$ cat src/rtl/glyph_fetch.sv
// glyph_fetch: scanline fetch sequencer for the character generator ROM.
// Walks one text row of video RAM per scanline, turns each character code
// into a glyph ROM address for the current cell line, and queues the
// returned glyph bytes in a 2-entry first-word-fall-through FIFO.
// Optional cursor inversion is compiled in with `define GLYPH_FETCH_CURSOR_EN.
module glyph_fetch #(
  parameter int COLS    = 80,
  parameter int VADDR_W = 11
) (
  input  logic               clk,
  input  logic               reset,
  input  logic               font_8x8,
  input  logic               line_start,
  input  logic [4:0]         text_row,
  input  logic [3:0]         glyph_line,
  output logic [VADDR_W-1:0] vram_addr,
  input  logic [7:0]         vram_data,
  output logic [11:0]        rom_addr,
  input  logic [7:0]         rom_data,
  output logic               out_valid,
  output logic [7:0]         out_data,
  output logic               out_last,
  input  logic               out_ready,
  output logic               busy,
  output logic               done
`ifdef GLYPH_FETCH_CURSOR_EN
  ,
  input  logic               cursor_en,
  input  logic [4:0]         cursor_row,
  input  logic [6:0]         cursor_col,
  input  logic               blink
`endif
);

  typedef enum logic [1:0] {IDLE, ADDR, WAIT, GLYPH} state_t;

  localparam logic [6:0] LAST_COL = 7'(COLS - 1);

  state_t      state_reg;
  logic        font_reg;
  logic [4:0]  row_reg;
  logic [3:0]  line_reg;
  logic [6:0]  col_reg;

  // FIFO storage: slot 0 is always the head
  logic [7:0]  slot_data [2];
  logic        slot_last [2];
  logic [1:0]  count_reg;

  logic        pop;
  logic        push;
  logic        flush;
  logic [1:0]  wr_idx;
  logic [7:0]  glyph_byte;

  // Start address of a text row; wraps naturally in VADDR_W bits
  function automatic logic [VADDR_W-1:0] row_base(input logic [4:0] row);
    return VADDR_W'(row) * VADDR_W'(COLS);
  endfunction

  assign busy      = (state_reg != IDLE);
  assign out_valid = (count_reg != 2'd0);
  assign out_data  = slot_data[0];
  assign out_last  = slot_last[0];

  assign pop   = out_valid & out_ready;
  // A new line_start while busy throws away the line in progress
  assign flush = line_start & busy;
  // Abort takes priority over a push landing on the same edge
  assign push  = (state_reg == GLYPH) & ~line_start & ((count_reg != 2'd2) | pop);
  // Slots shift down on a pop, so the write slot is the post-pop occupancy
  assign wr_idx = count_reg - {1'b0, pop};

  // Glyph byte to push: blank gap lines in 8x8 mode, optional cursor inversion
  always_comb begin
    glyph_byte = (font_reg && line_reg[3]) ? 8'h00 : rom_data;
`ifdef GLYPH_FETCH_CURSOR_EN
    if (cursor_en && blink && (row_reg == cursor_row) && (col_reg == cursor_col))
      glyph_byte = ~glyph_byte;
`endif
  end

  // Fetch sequencer: one character every ADDR -> WAIT -> GLYPH pass
  always_ff @(posedge clk) begin
    if (reset) begin
      state_reg <= IDLE;
      font_reg  <= 1'b0;
      row_reg   <= 5'd0;
      line_reg  <= 4'd0;
      col_reg   <= 7'd0;
      vram_addr <= '0;
      rom_addr  <= 12'd0;
      done      <= 1'b0;
    end else begin
      done <= 1'b0;
      if (line_start) begin
        // Same path for a fresh start and an abort restart
        font_reg  <= font_8x8;
        row_reg   <= text_row;
        line_reg  <= glyph_line;
        col_reg   <= 7'd0;
        vram_addr <= row_base(text_row);
        state_reg <= ADDR;
      end else begin
        case (state_reg)
          ADDR: state_reg <= WAIT;
          WAIT: begin
            if (font_reg)
              rom_addr <= {2'b00, vram_data[6:0], line_reg[2:0]};
            else
              rom_addr <= {vram_data, line_reg};
            state_reg <= GLYPH;
          end
          GLYPH: begin
            // Without a push the state and rom_addr simply hold (stall)
            if (push) begin
              if (col_reg == LAST_COL) begin
                done      <= 1'b1;
                state_reg <= IDLE;
              end else begin
                col_reg   <= col_reg + 7'd1;
                vram_addr <= vram_addr + VADDR_W'(1);
                state_reg <= ADDR;
              end
            end
          end
          default: state_reg <= IDLE;
        endcase
      end
    end
  end

  // Two-entry FWFT FIFO: shift on pop, write at the first free slot
  always_ff @(posedge clk) begin
    if (reset) begin
      count_reg <= 2'd0;
      for (int i = 0; i < 2; i++) begin
        slot_data[i] <= 8'h00;
        slot_last[i] <= 1'b0;
      end
    end else if (flush) begin
      count_reg <= 2'd0;
    end else begin
      if (pop) begin
        slot_data[0] <= slot_data[1];
        slot_last[0] <= slot_last[1];
      end
      if (push) begin
        slot_data[wr_idx[0]] <= glyph_byte;
        slot_last[wr_idx[0]] <= (col_reg == LAST_COL);
      end
      count_reg <= count_reg + {1'b0, push} - {1'b0, pop};
    end
  end

endmodule
$ cat config.mk
export PLATFORM = sky130hd
export DESIGN_NAME = glyph_fetch
export DESIGN_NICKNAME = d
export VERILOG_FILES = /design/src/rtl/glyph_fetch.sv
export SDC_FILE = /design/constraint.sdc
export NUM_CORES = 1
export LEC_CHECK = 0
export BUFFER_PORTS_ARGS = -buffer_cell sky130_fd_sc_hd__buf_2
export CAP_MARGIN = 10
export CORE_MARGIN = 2
export CORE_UTILIZATION = 53
export CTS_BUF_LIST = sky130_fd_sc_hd__clkbuf_16
export CTS_CLUSTER_SIZE = 28
export DETAILED_ROUTE_END_ITERATION = 10
export GPL_TIMING_DRIVEN = 1
export MAX_ROUTING_LAYER = met4
export PLACE_DENSITY = 0.88
export SLEW_MARGIN = 15
export SYNTH_ARGS = -nofsm -noshare
export SYNTH_HDL_FRONTEND = slang
export SYNTH_SLANG_ARGS = --single-unit
$ cat constraint.sdc
create_clock -name clk -period 2.1 [get_ports clk]
set_input_delay 0.42 -clock clk [delete_from_list [all_inputs] [get_ports clk]]
set_output_delay 0.42 -clock clk [all_outputs]
set_load 0.005 [all_outputs]
==> metrics.md <==
| Metric | Value |
|---|---|
| # hold bufs at CTS | `0` |
| HP Class | `in2reg` |
| Cell variety after synth | `43` |
| Fin crit share | `0.9236` |
| Mapped Cells | `280` |
| Largest register FFs | `16` |
| Fraction of layout cells with a size suffix above 1 | `0.2849` |
| DR WL/cell | `13.89 um` |
| Tot GR Track Use | `0.2225` |
| Critical path's slowest cell | `dfxtp_1` |
| Worst-Skew Late Latency | `0.33 ns` |
| CTS tree | `done` |
| Syn_nets | `between 300 and 400` |
| Crit-path cells | `or2_2 > nand2_1 > inv_1 > ha_1 > inv_1 > ha_1 > xor2_1 > xnor2_1 > nor3_1` |
| Reg clk slew, reported paths | `0.05 ns` |
| Slowest stage delay, CP | `0.35 ns` |
| DIE AREA | `5884 um^2` |
| First drt pass iteration count | `4` |
| Fin nets | `397` |
| Fmax | `515.6 MHz` |
| Antenna Nets Post-Route | `0` |
| Initial Util | `0.5485` |
| Core area | `5107 um^2` |
| DRC violations left | `0` |
| TritonCTS buffer count | `9` |
| WP buf/inv | `2` |
| CTS sink cnt | `58` |
| Vias in the first global route | `between 2,000 and 2,500` |
| Yosys top cell by area | `dfxtp_1` |
| Slew margin rel. | `0.6314` |
| Chip height | `76.71 um` |
| Fin area | `3553 um^2` |
| Worst EP required | `about 2.3 ns` |
| Global-route wire length before repair | `10,030 um` |
| Overall routed net length | `~5900 um` |
| Worst-Margin Slew | `0.5488 ns` |
| Total grt overflow | `0` |
| Fin crit period | `between 1.5 and 2 ns` |
| Die width | `between 70 and 80 um` |
| Top Registers | `slot_data x16, rom_addr x12, vram_addr x11` |
| PwrDens | `837.2 nW/um^2` |
| Setup-violating endpoint count in the final report | `0` |
| Antenna violations before repair | `0` |
| CTS Buffer Depth | `2` |
| Layout area overhead | `26.84%` |
| Seq cells post-synth | `58` |
| Commonest non-fill, non-tap cell in the layout | `buf_2` |
| Critical Path Fanout Max | `6` |
| Max Cap Viol | `0` |
| RSZ-0062 raised after global routing | `false` |
| CP delay by family, top | `simple AND/OR/NAND/NOR gates` |
| Largest net degree at the start of global routing | `24` |
| Lkg Pwr | `0.001540 uW` |
| Startpoint Class | `register` |
| Max VDD drop | `0.0006978 V` |
| Crit path kind | `reg2reg` |
| Setup TNS | `0 ns` |
| Area after DPL | `3229 um^2` |
| Synth Flop Type | `dfxtp_1` |
| Clock Tree Root | `clkbuf_16` |
| Ports | `65` |
| Status | `finished, final reports clean` |
| IO buf count | `64` |
| FP Rows | `26` |
| Synth Warn # | `0` |
| Initial DRC Count | `147` |
| Gpl congestion | `around 0.80` |
| ANT cells | `0` |
| Synth async-reset ratio | `0` |
| Seq/Total Area, Yosys | `0.4788` |
| DP HPWL | `4042 um` |
| Htree depth | `3` |
| Synth area leaders | `dfxtp_1, edfxtp_1, ha_1` |
| Avg Vias per Cell | `5.383` |
| Mapped cell area | `2801 um^2` |
| Post-CTS Setup Bufs | `0` |
| Largest Register | `slot_data` |
| Most frequent cells in the layout | `buf_2, dfxtp_1, nand2_1, nor2_1, a21oi_1` |
| Clock Skews | `0.006079 ns` |
| Top-area cell type share of the netlist area | `0.2858` |
| Syn avg cell area | `around 10 um^2` |
| Final hold violations | `0` |
| Max Slew Vio Count | `0` |
| Post-synth EDFFs | `18` |
| Vias | `2,304` |
| CP Capture Type | `register` |
| Worst endpoint data arrival time | `2.14 ns` |
==> layer usage <==
metal  share of wire  wire [um]  global-route usage
met1            0.43       2549              0.2473
met2            0.51       3005              0.3737
met5               0          0                   -
met3           0.048        283             0.06235
met4           0.018        108             0.09818
==> per-stage QoR <==
stage	power [uW]	hold WS, ns	setup WS (ns)	utilization	instances
3_3_place_gp	1444	0.4385	0.1742	0.6323	412
2_1_floorplan	1356	0.4312	0.1788	-	280
3_5_place_dp	1451	0.4429	0.1139	0.6323	412
6_report	2975	0.3271	0.1605	0.6957	428
5_1_grt	3064	0.3396	0.04416	0.6957	428
4_1_cts	2995	0.3236	0.08625	0.6948	428
==> path summary, 6_finish.rpt <==
check	startpoint	endpoint	slack, ns	cells past startpoint
setup / recovery	count_reg[0]	count_reg[1]	0.16	9
hold / removal	glyph_line[2]	line_reg[2]	0.33	3
setup reg to reg	count_reg[0]	count_reg[1]	0.16	9
hold reg to reg	rom_addr[11]	rom_addr[11]	0.45	2
==> timing repair <==
item	4_1_cts	5_1_grt
hold endpoints to repair	0	0
resized for setup	0	1
setup endpoints to repair	0	9
==> synthesized netlist by cell type, types with 5 or more instances <==
| cell type | count |
|---|---|
| a211oi_1 | 7 |
| a21oi_1 | 19 |
| a32o_1 | 8 |
| and3_1 | 10 |
| clkbuf_1 | 8 |
| dfxtp_1 | 40 |
| edfxtp_1 | 18 |
| ha_1 | 13 |
| inv_1 | 10 |
| mux2i_1 | 14 |
| nand2_1 | 28 |
| nand4_1 | 6 |
| nor2_1 | 25 |
| nor2b_1 | 6 |
| nor3_1 | 6 |
| o21ai_0 | 6 |
| or2_2 | 5 |
| xnor2_1 | 6 |
| xor2_1 | 8 |
==> final cells by class <==
class                   instances  area, um^2
clock inverters                 7       93.84
inverters                      10       37.54
repair buffers                 74       395.4
well taps                      70       87.58
clock buffers                   9       225.2
multi-input cells             200        1373
fillers                       394        1554
flip-flops and latches         58        1341
==> tightest hold or removal path: stages <==
cell     delay (ns)
buf_2          0.08
mux2i_1        0.05
nor2_1         0.07
==> logic make-up after synthesis <==
kind of cell	share of synthesized area
flops	0.4788
mux	0.05002
compound gates	0.1237
buf+inv	0.03305
simple gates	0.2055
xor+xnor	0.04377
fa+ha+maj	0.06521
==> report_power, final <==
group	internal (uW)	leakage, uW	switching [uW]	total [uW]
clock	1030	0.000151	509	1540
combinational	101	0.000878	114	215
sequential	1190	0.000510	24.6	1220
total	2330	0.00154	647	2970
Power figures use the tool's default switching activity.
